$ cat config.mk
export PLATFORM = sky130hd
export DESIGN_NAME = ac_timer_sched
export DESIGN_NICKNAME = d
export VERILOG_FILES = /design/src/rtl/ac_pkg.sv /design/src/rtl/bcd_mmss_down.sv /design/src/rtl/ac_timer_sched.sv
export SDC_FILE = /design/constraint.sdc
export NUM_CORES = 1
export LEC_CHECK = 0
export ABC_AREA = 1
export CORE_MARGIN = 1.5
export CORE_UTILIZATION = 60
export CTS_BUF_LIST = sky130_fd_sc_hd__clkbuf_16
export CTS_CLUSTER_SIZE = 40
export DETAILED_ROUTE_END_ITERATION = 16
export PLACE_DENSITY_LB_ADDON = 0.05
export SLEW_MARGIN = 20
export SYNTH_ARGS = -nofsm -noshare
export SYNTH_HDL_FRONTEND = slang
export SYNTH_SLANG_ARGS = --single-unit
$ cat constraint.sdc
create_clock -name CLK -period 13.2 [get_ports CLK]
set_input_delay 1.98 -clock CLK [delete_from_list [all_inputs] [get_ports CLK]]
set_output_delay 1.98 -clock CLK [all_outputs]
set_load 0.02 [all_outputs]
$ cat src/rtl/ac_pkg.sv
// ac_pkg: shared encodings and BCD mm:ss helpers for the air-conditioner timer scheduler
package ac_pkg;
  typedef enum logic [1:0] {M_NORMAL = 2'd0, M_SLEEP = 2'd1, M_OFF = 2'd2} mode_t;
  typedef enum logic [1:0] {D_NONE = 2'd0, D_SLEEP = 2'd1, D_OFF = 2'd2} disp_t;
  typedef enum logic {B_IDLE = 1'b0, B_ON = 1'b1} beep_t;
  localparam logic SLOT_SLEEP = 1'b0;
  localparam logic SLOT_OFF = 1'b1;
  function automatic logic bcd_ok(input logic [15:0] v);
    return v[15:12] <= 4'd9 && v[11:8] <= 4'd9 && v[7:4] <= 4'd5 && v[3:0] <= 4'd9;
  endfunction
  function automatic logic [15:0] bcd_dec(input logic [15:0] v);
    logic [3:0] m10, m1, s10, s1;
    {m10, m1, s10, s1} = v;
    if (v == 16'h0) return 16'h0;
    if (s1 != 4'd0) return {m10, m1, s10, s1 - 4'd1};
    if (s10 != 4'd0) return {m10, m1, s10 - 4'd1, 4'd9};
    if (m1 != 4'd0) return {m10, m1 - 4'd1, 4'd5, 4'd9};
    return {m10 - 4'd1, 4'd9, 4'd5, 4'd9};
  endfunction
  function automatic int unsigned bcd_secs(input logic [15:0] v);
    return 32'(v[15:12]) * 32'd600 + 32'(v[11:8]) * 32'd60 + 32'(v[7:4]) * 32'd10 + 32'(v[3:0]);
  endfunction
endpackage

$ cat src/rtl/bcd_mmss_down.sv
// bcd_mmss_down: one BCD mm:ss countdown slot with expiry and one-shot warning request
module bcd_mmss_down
  import ac_pkg::*;
#(
  parameter int unsigned WARN_S = 30
) (
  input  logic        clk,
  input  logic        rst,
  input  logic        clr,
  input  logic        load,
  input  logic        tick,
  input  logic [15:0] din,
  output logic [15:0] val,
  output logic        armed,
  output logic        expire,
  output logic        warn
);
  logic        warn_done;
  logic [15:0] nxt;
  assign nxt = bcd_dec(val);
  assign expire = tick && armed && nxt == 16'h0;
  assign warn = tick && armed && !warn_done && bcd_secs(nxt) <= WARN_S;
  // clear beats load beats countdown; a zero load simply leaves the slot disarmed
  always_ff @(posedge clk) begin
    if (rst || clr) begin
      val <= 16'h0;
      armed <= 1'b0;
      warn_done <= 1'b0;
    end else if (load) begin
      val <= din;
      armed <= din != 16'h0;
      warn_done <= 1'b0;
    end else if (tick && armed) begin
      val <= nxt;
      armed <= nxt != 16'h0;
      warn_done <= warn_done | warn;
    end
  end
endmodule

$ cat src/rtl/ac_timer_sched.sv
// ac_timer_sched: sleep/off countdown timers driving air level, warning buzzer and display
module ac_timer_sched
  import ac_pkg::*;
#(
  parameter int unsigned WARN_S = 30,
  parameter int unsigned BEEP_CYC = 100_000_000
) (
  input  logic        CLK,
  input  logic        RST,
  input  logic        tick_1hz,
  input  logic        cfg_valid,
  input  logic        cfg_sel,
  input  logic [15:0] cfg_mmss,
  output logic        cfg_ready,
  output logic        cfg_err,
  input  logic        cancel,
  input  logic [2:0]  level_in,
  output logic [2:0]  air_condition,
  output logic        beep,
  output logic [15:0] disp_bcd,
  output logic [1:0]  disp_sel,
  output logic        sleep_active,
  output logic        off_active
);
  localparam int CW = BEEP_CYC > 1 ? $clog2(BEEP_CYC) : 1;
  logic          xfer, good, s_exp, o_exp, s_warn, o_warn, off_pick;
  logic [15:0]   s_val, o_val;
  logic [CW-1:0] cnt;
  mode_t         mode;
  beep_t         bstate;
  assign cfg_ready = !tick_1hz && !cancel;
  assign xfer = cfg_valid && cfg_ready;
  assign good = bcd_ok(cfg_mmss);
  assign off_pick = off_active && (!sleep_active || o_val <= s_val);
  bcd_mmss_down #(.WARN_S(WARN_S)) u_sleep (
    .clk(CLK), .rst(RST), .clr(cancel || o_exp), .load(xfer && good && cfg_sel == SLOT_SLEEP),
    .tick(tick_1hz), .din(cfg_mmss), .val(s_val), .armed(sleep_active), .expire(s_exp), .warn(s_warn)
  );
  bcd_mmss_down #(.WARN_S(WARN_S)) u_off (
    .clk(CLK), .rst(RST), .clr(cancel), .load(xfer && good && cfg_sel == SLOT_OFF),
    .tick(tick_1hz), .din(cfg_mmss), .val(o_val), .armed(off_active), .expire(o_exp), .warn(o_warn)
  );
  // operating mode: off expiry outranks sleep expiry; re-arming after OFF wakes the unit
  always_ff @(posedge CLK) begin
    if (RST || cancel) mode <= M_NORMAL;
    else if (o_exp) mode <= M_OFF;
    else if (s_exp) mode <= M_SLEEP;
    else if (xfer && good && cfg_mmss != 16'h0 && mode == M_OFF) mode <= M_NORMAL;
  end
  // rejected-request pulse, air level from mode, and display of the nearer deadline
  always_ff @(posedge CLK) begin
    if (RST) begin
      cfg_err <= 1'b0;
      air_condition <= 3'd0;
      disp_bcd <= 16'h0;
      disp_sel <= D_NONE;
    end else begin
      cfg_err <= xfer && !good;
      air_condition <= mode == M_OFF ? 3'd0 : (mode == M_SLEEP && level_in > 3'd1) ? 3'd1 : level_in;
      disp_bcd <= off_pick ? o_val : sleep_active ? s_val : 16'h0;
      disp_sel <= off_pick ? D_OFF : sleep_active ? D_SLEEP : D_NONE;
    end
  end
  // buzzer: any request starts one fixed-length low pulse; requests while sounding are absorbed
  always_ff @(posedge CLK) begin
    if (RST || cancel) begin
      bstate <= B_IDLE;
      cnt <= '0;
      beep <= 1'b1;
    end else if (bstate == B_IDLE) begin
      if (s_warn || o_warn) begin
        bstate <= B_ON;
        cnt <= CW'(BEEP_CYC - 1);
        beep <= 1'b0;
      end
    end else if (cnt == '0) begin
      bstate <= B_IDLE;
      beep <= 1'b1;
    end else cnt <= cnt - CW'(1);
  end
endmodule

==> metrics.md <==
| Metric | Value |
|---|---|
| Status | completed |
| R2R Path End | cnt[17]$_SDFFE_PP0P_ |
| Pwr per Cell Area | 65.1 nW/um2 |
| Nets | 1444 |
| Hold Startpoint | u_off.warn_done$_SDFFE_PP0P_ |
| Max_slew headroom | 0.297 |
| Layout area overhead | 11.4% |
| Multiplexer share of the synthesized area | 0 |
| Final setup fails | 0 |
| Largest family of logic cells by synthesized area | simple AND/OR/NAND/NOR gates |
| Antenna violations before repair | 0 |
| DRC Markers | 0 |
| #FFs+latches synth | 89 |
| Vias in the first global route | 7273 |
| RSZ-0062 raised after global routing | false |
| CTS tree | yes |
| Final worst path period share | 0.550 |
| CTS Hold Bufs | 0 |
| Critical-path cell with the highest stage delay | o21ai_0 |
| Fin Clk Skew | 11.5 ps |
| Pwr Total | 0.000617 W |
| Die ar. | 14900 um2 |
| Critical Path RT | 13490 ps |
| Peak supply drop | 0.0711 mV |
| Post-synthesis compound-gate area fraction | 0.112 |
| Initial drt markers | 706 |
| Sequential share of the synthesized area | 0.210 |
| Slew Limit Fails | 0 |
| Clk root buf | clkbuf_16 |
| Leakage | 5.13 nW |
| Die X | 122 um |
| GRT Total Usage | 0.297 |
| Row cnt | 43 |
| FF-to-FF setup slack | 5940 ps |
| ANT nets after route | 0 |
| I/O pin total | 51 |
| Hold slack | 469 ps |
| Syn_area_per_cell | 6.92 um2 |
| Final HPWL DP | 16900 um |
| CP Max Fanout | 28 |
| Setup Fix Bufs, Post-CTS | 0 |
| Hold Path Class | reg2reg |
| Critical path arrival | 7550 ps |
| Unique masters post-synth | 44 |
| Post-Syn Instances | 1229 |
| Clock Latency Late Sink | 350 ps |
| Crit Reg-Reg Startpoint | u_sleep.val[0]$_SDFFE_PP0P_ |
| Commonest non-fill, non-tap cells in the layout | 267 x nand2_1, 177 x inv_1, 136 x nor2_1 |
| First-pass GRT wire length | 35100 um |
| Share of cells above drive strength 1 | 0.0548 |
| Routed wire length | 21300 um |
| Max frequency | 0.138 GHz |
| Filler instances | 1248 |
| Vias/cell | 5.59 |
| DIE HEIGHT | 122 um |
| Initial Utilization | 0.612 |
| Fin area | 9480 um2 |
| N_diodes | 0 |
| Final hold violations | 0 |
| Max H-tree Level | 3 |
| Cell Area, Placed | 9140 um2 |
| Worst slew pin tran | 1040 ps |
| Commonest non-fill, non-tap cell in the layout | nand2_1 |
| Final Util | 0.683 |
| Synth Cell Area | 8500 um2 |
| Hold Path End | u_off.warn_done$_SDFFE_PP0P_ |
| Yosys Warn Count | 0 |
| Port Buffers | 50 |
| Post_cts resized | 0 |
| Critical path class | reg2reg |
| CTS Buf Count | 9 |
| Simple-gate share of the synthesized area | 0.297 |
| Maxcap violations | 0 |
| Vias | 8151 |
| Slowest stage delay, CP | 600 ps |
| Adder-Cell Fraction of Synth Area | 0.234 |
| Largest net degree at the start of global routing | 38 |
| DR WL/cell | 14.6 um |
| Hold path depth | 2 |
| Min Tclk post-route | 7260 ps |
| Cell mode on critical path | nand2_1 |
| Setup TNS | 0 ps |
| Routability congestion estimate from global placement | 0.891 |
| Setup crit start kind | flop |
| Clock Sinks | 89 |
| Grt ovf | 0 |
| R2R depth | 34 |
| Clk pin slew, worst setup/hold paths | 70 ps |
| Total core area | 13900 um2 |
| Net count of the mapped netlist | 1400 |
| Post-Synth XOR/XNOR Area | 0.0505 |
| Crit path capture type | flop |
| Clock tree buffer depth | 2 |
| TritonRoute pass-1 iters | 7 |
power by group:
group / internal [W] / leakage (nW) / switching (W)
logic: 0.0000247 / 4.25 / 0.0000378
clock network: 0.000168 / 0.160 / 0.000117
registers: 0.000269 / 0.717 / 0.000000453
how the worst max path moves through the flow:
| stage | start | to | cells after the start |
|---|---|---|---|
| 2_1_floorplan | u_sleep.val[0]$_SDFFE_PP0P_ | cnt[11]$_SDFFE_PP0P_ | 34 |
| 3_3_place_gp | u_sleep.val[0]$_SDFFE_PP0P_ | cnt[12]$_SDFFE_PP0P_ | 34 |
| 3_5_place_dp | u_sleep.val[0]$_SDFFE_PP0P_ | cnt[17]$_SDFFE_PP0P_ | 34 |
| 4_1_cts | u_sleep.val[0]$_SDFFE_PP0P_ | cnt[17]$_SDFFE_PP0P_ | 34 |
| 5_1_grt | u_sleep.val[0]$_SDFFE_PP0P_ | cnt[19]$_SDFFE_PP0P_ | 37 |
| 6_report | u_sleep.val[0]$_SDFFE_PP0P_ | cnt[17]$_SDFFE_PP0P_ | 34 |
final cells by class:
cell class,instances,area (um2),share of cell area
multi-input combinational,929,5900,0.623
sequential,89,1780,0.188
inverter,191,717,0.0757
timing repair buffer,53,523,0.0552
clock buffer,9,225,0.0238
tap,180,225,0.0238
clock inverter,7,101,0.0107
worst max-delay path, delay by kind of cell (launching register included):
family	cells	cell delay, ps
flip-flops	1	480
buffers and inverters	5	530
XOR/XNOR	2	330
adder cells (fa/ha/maj)	7	2770
AND/OR/NAND/NOR	17	2170
AO/OA/AOI/OAI	3	900
cells by family after synthesis:
family / Yosys count
simple gates: 568
buf+inv: 211
compound gates: 166
fa+ha+maj: 146
flops: 89
xor+xnor: 49
metal layers:
layer | vias up | share of wire | GRT usage
li1 | 4116 | - | -
met1 | 3706 | 0.49 | 0.446
met2 | 301 | 0.42 | 0.442
met3 | 28 | 0.077 | 0.0421
met4 | 0 | 0.017 | 0.0809
met5 | - | 0 | 0
cells in the mapped netlist, drive strengths merged:
library cell | count | area share
nor2 | 148 | 0.069
ha | 124 | 0.18
a21o | 1 | 0.00088
o22ai | 11 | 0.0081
fa | 22 | 0.052
a31oi | 14 | 0.010
clkbuf | 13 | 0.0057
o21ai | 31 | 0.018
o21bai | 2 | 0.0018
a221oi | 8 | 0.0082
or2 | 9 | 0.0066
nand3b | 4 | 0.0035
nand3 | 80 | 0.054
a21oi | 83 | 0.049
o221ai | 6 | 0.0062
buf | 7 | 0.0071
nand4 | 26 | 0.020
clkinv | 2 | 0.00088
xor2 | 29 | 0.030
and3 | 1 | 0.00074
nor3 | 20 | 0.012
xnor2 | 20 | 0.021
o31ai | 1 | 0.00088
o311ai | 1 | 0.0010
nand2 | 275 | 0.13
a211oi | 3 | 0.0026
o21a | 3 | 0.0026
inv | 189 | 0.083
dfxtp | 89 | 0.21
o211ai | 2 | 0.0018
nor4 | 5 | 0.0044
state kept, by name (all words and copies together) (netlist names):
| signal | count |
|---|---|
| u_off.armed | 1 |
| cfg_err | 1 |
| air_condition | 3 |
| cnt | 27 |
| disp_sel | 2 |
| u_sleep.armed | 1 |
| u_off.val | 16 |
| disp_bcd | 16 |
| u_sleep.warn_done | 1 |
| u_sleep.val | 16 |
| bstate | 1 |
| u_off.warn_done | 1 |
| mode | 2 |
| beep | 1 |
metrics by stage:
stage / std cells / worst slack, ps
global route: 1458 / 5240
CTS: 1458 / 5950
detailed placement: 1442 / 5990
finish: 1458 / 5940
floorplan: 1229 / 7020
global placement: 1442 / 6090
(Power assumes the default switching activity.)
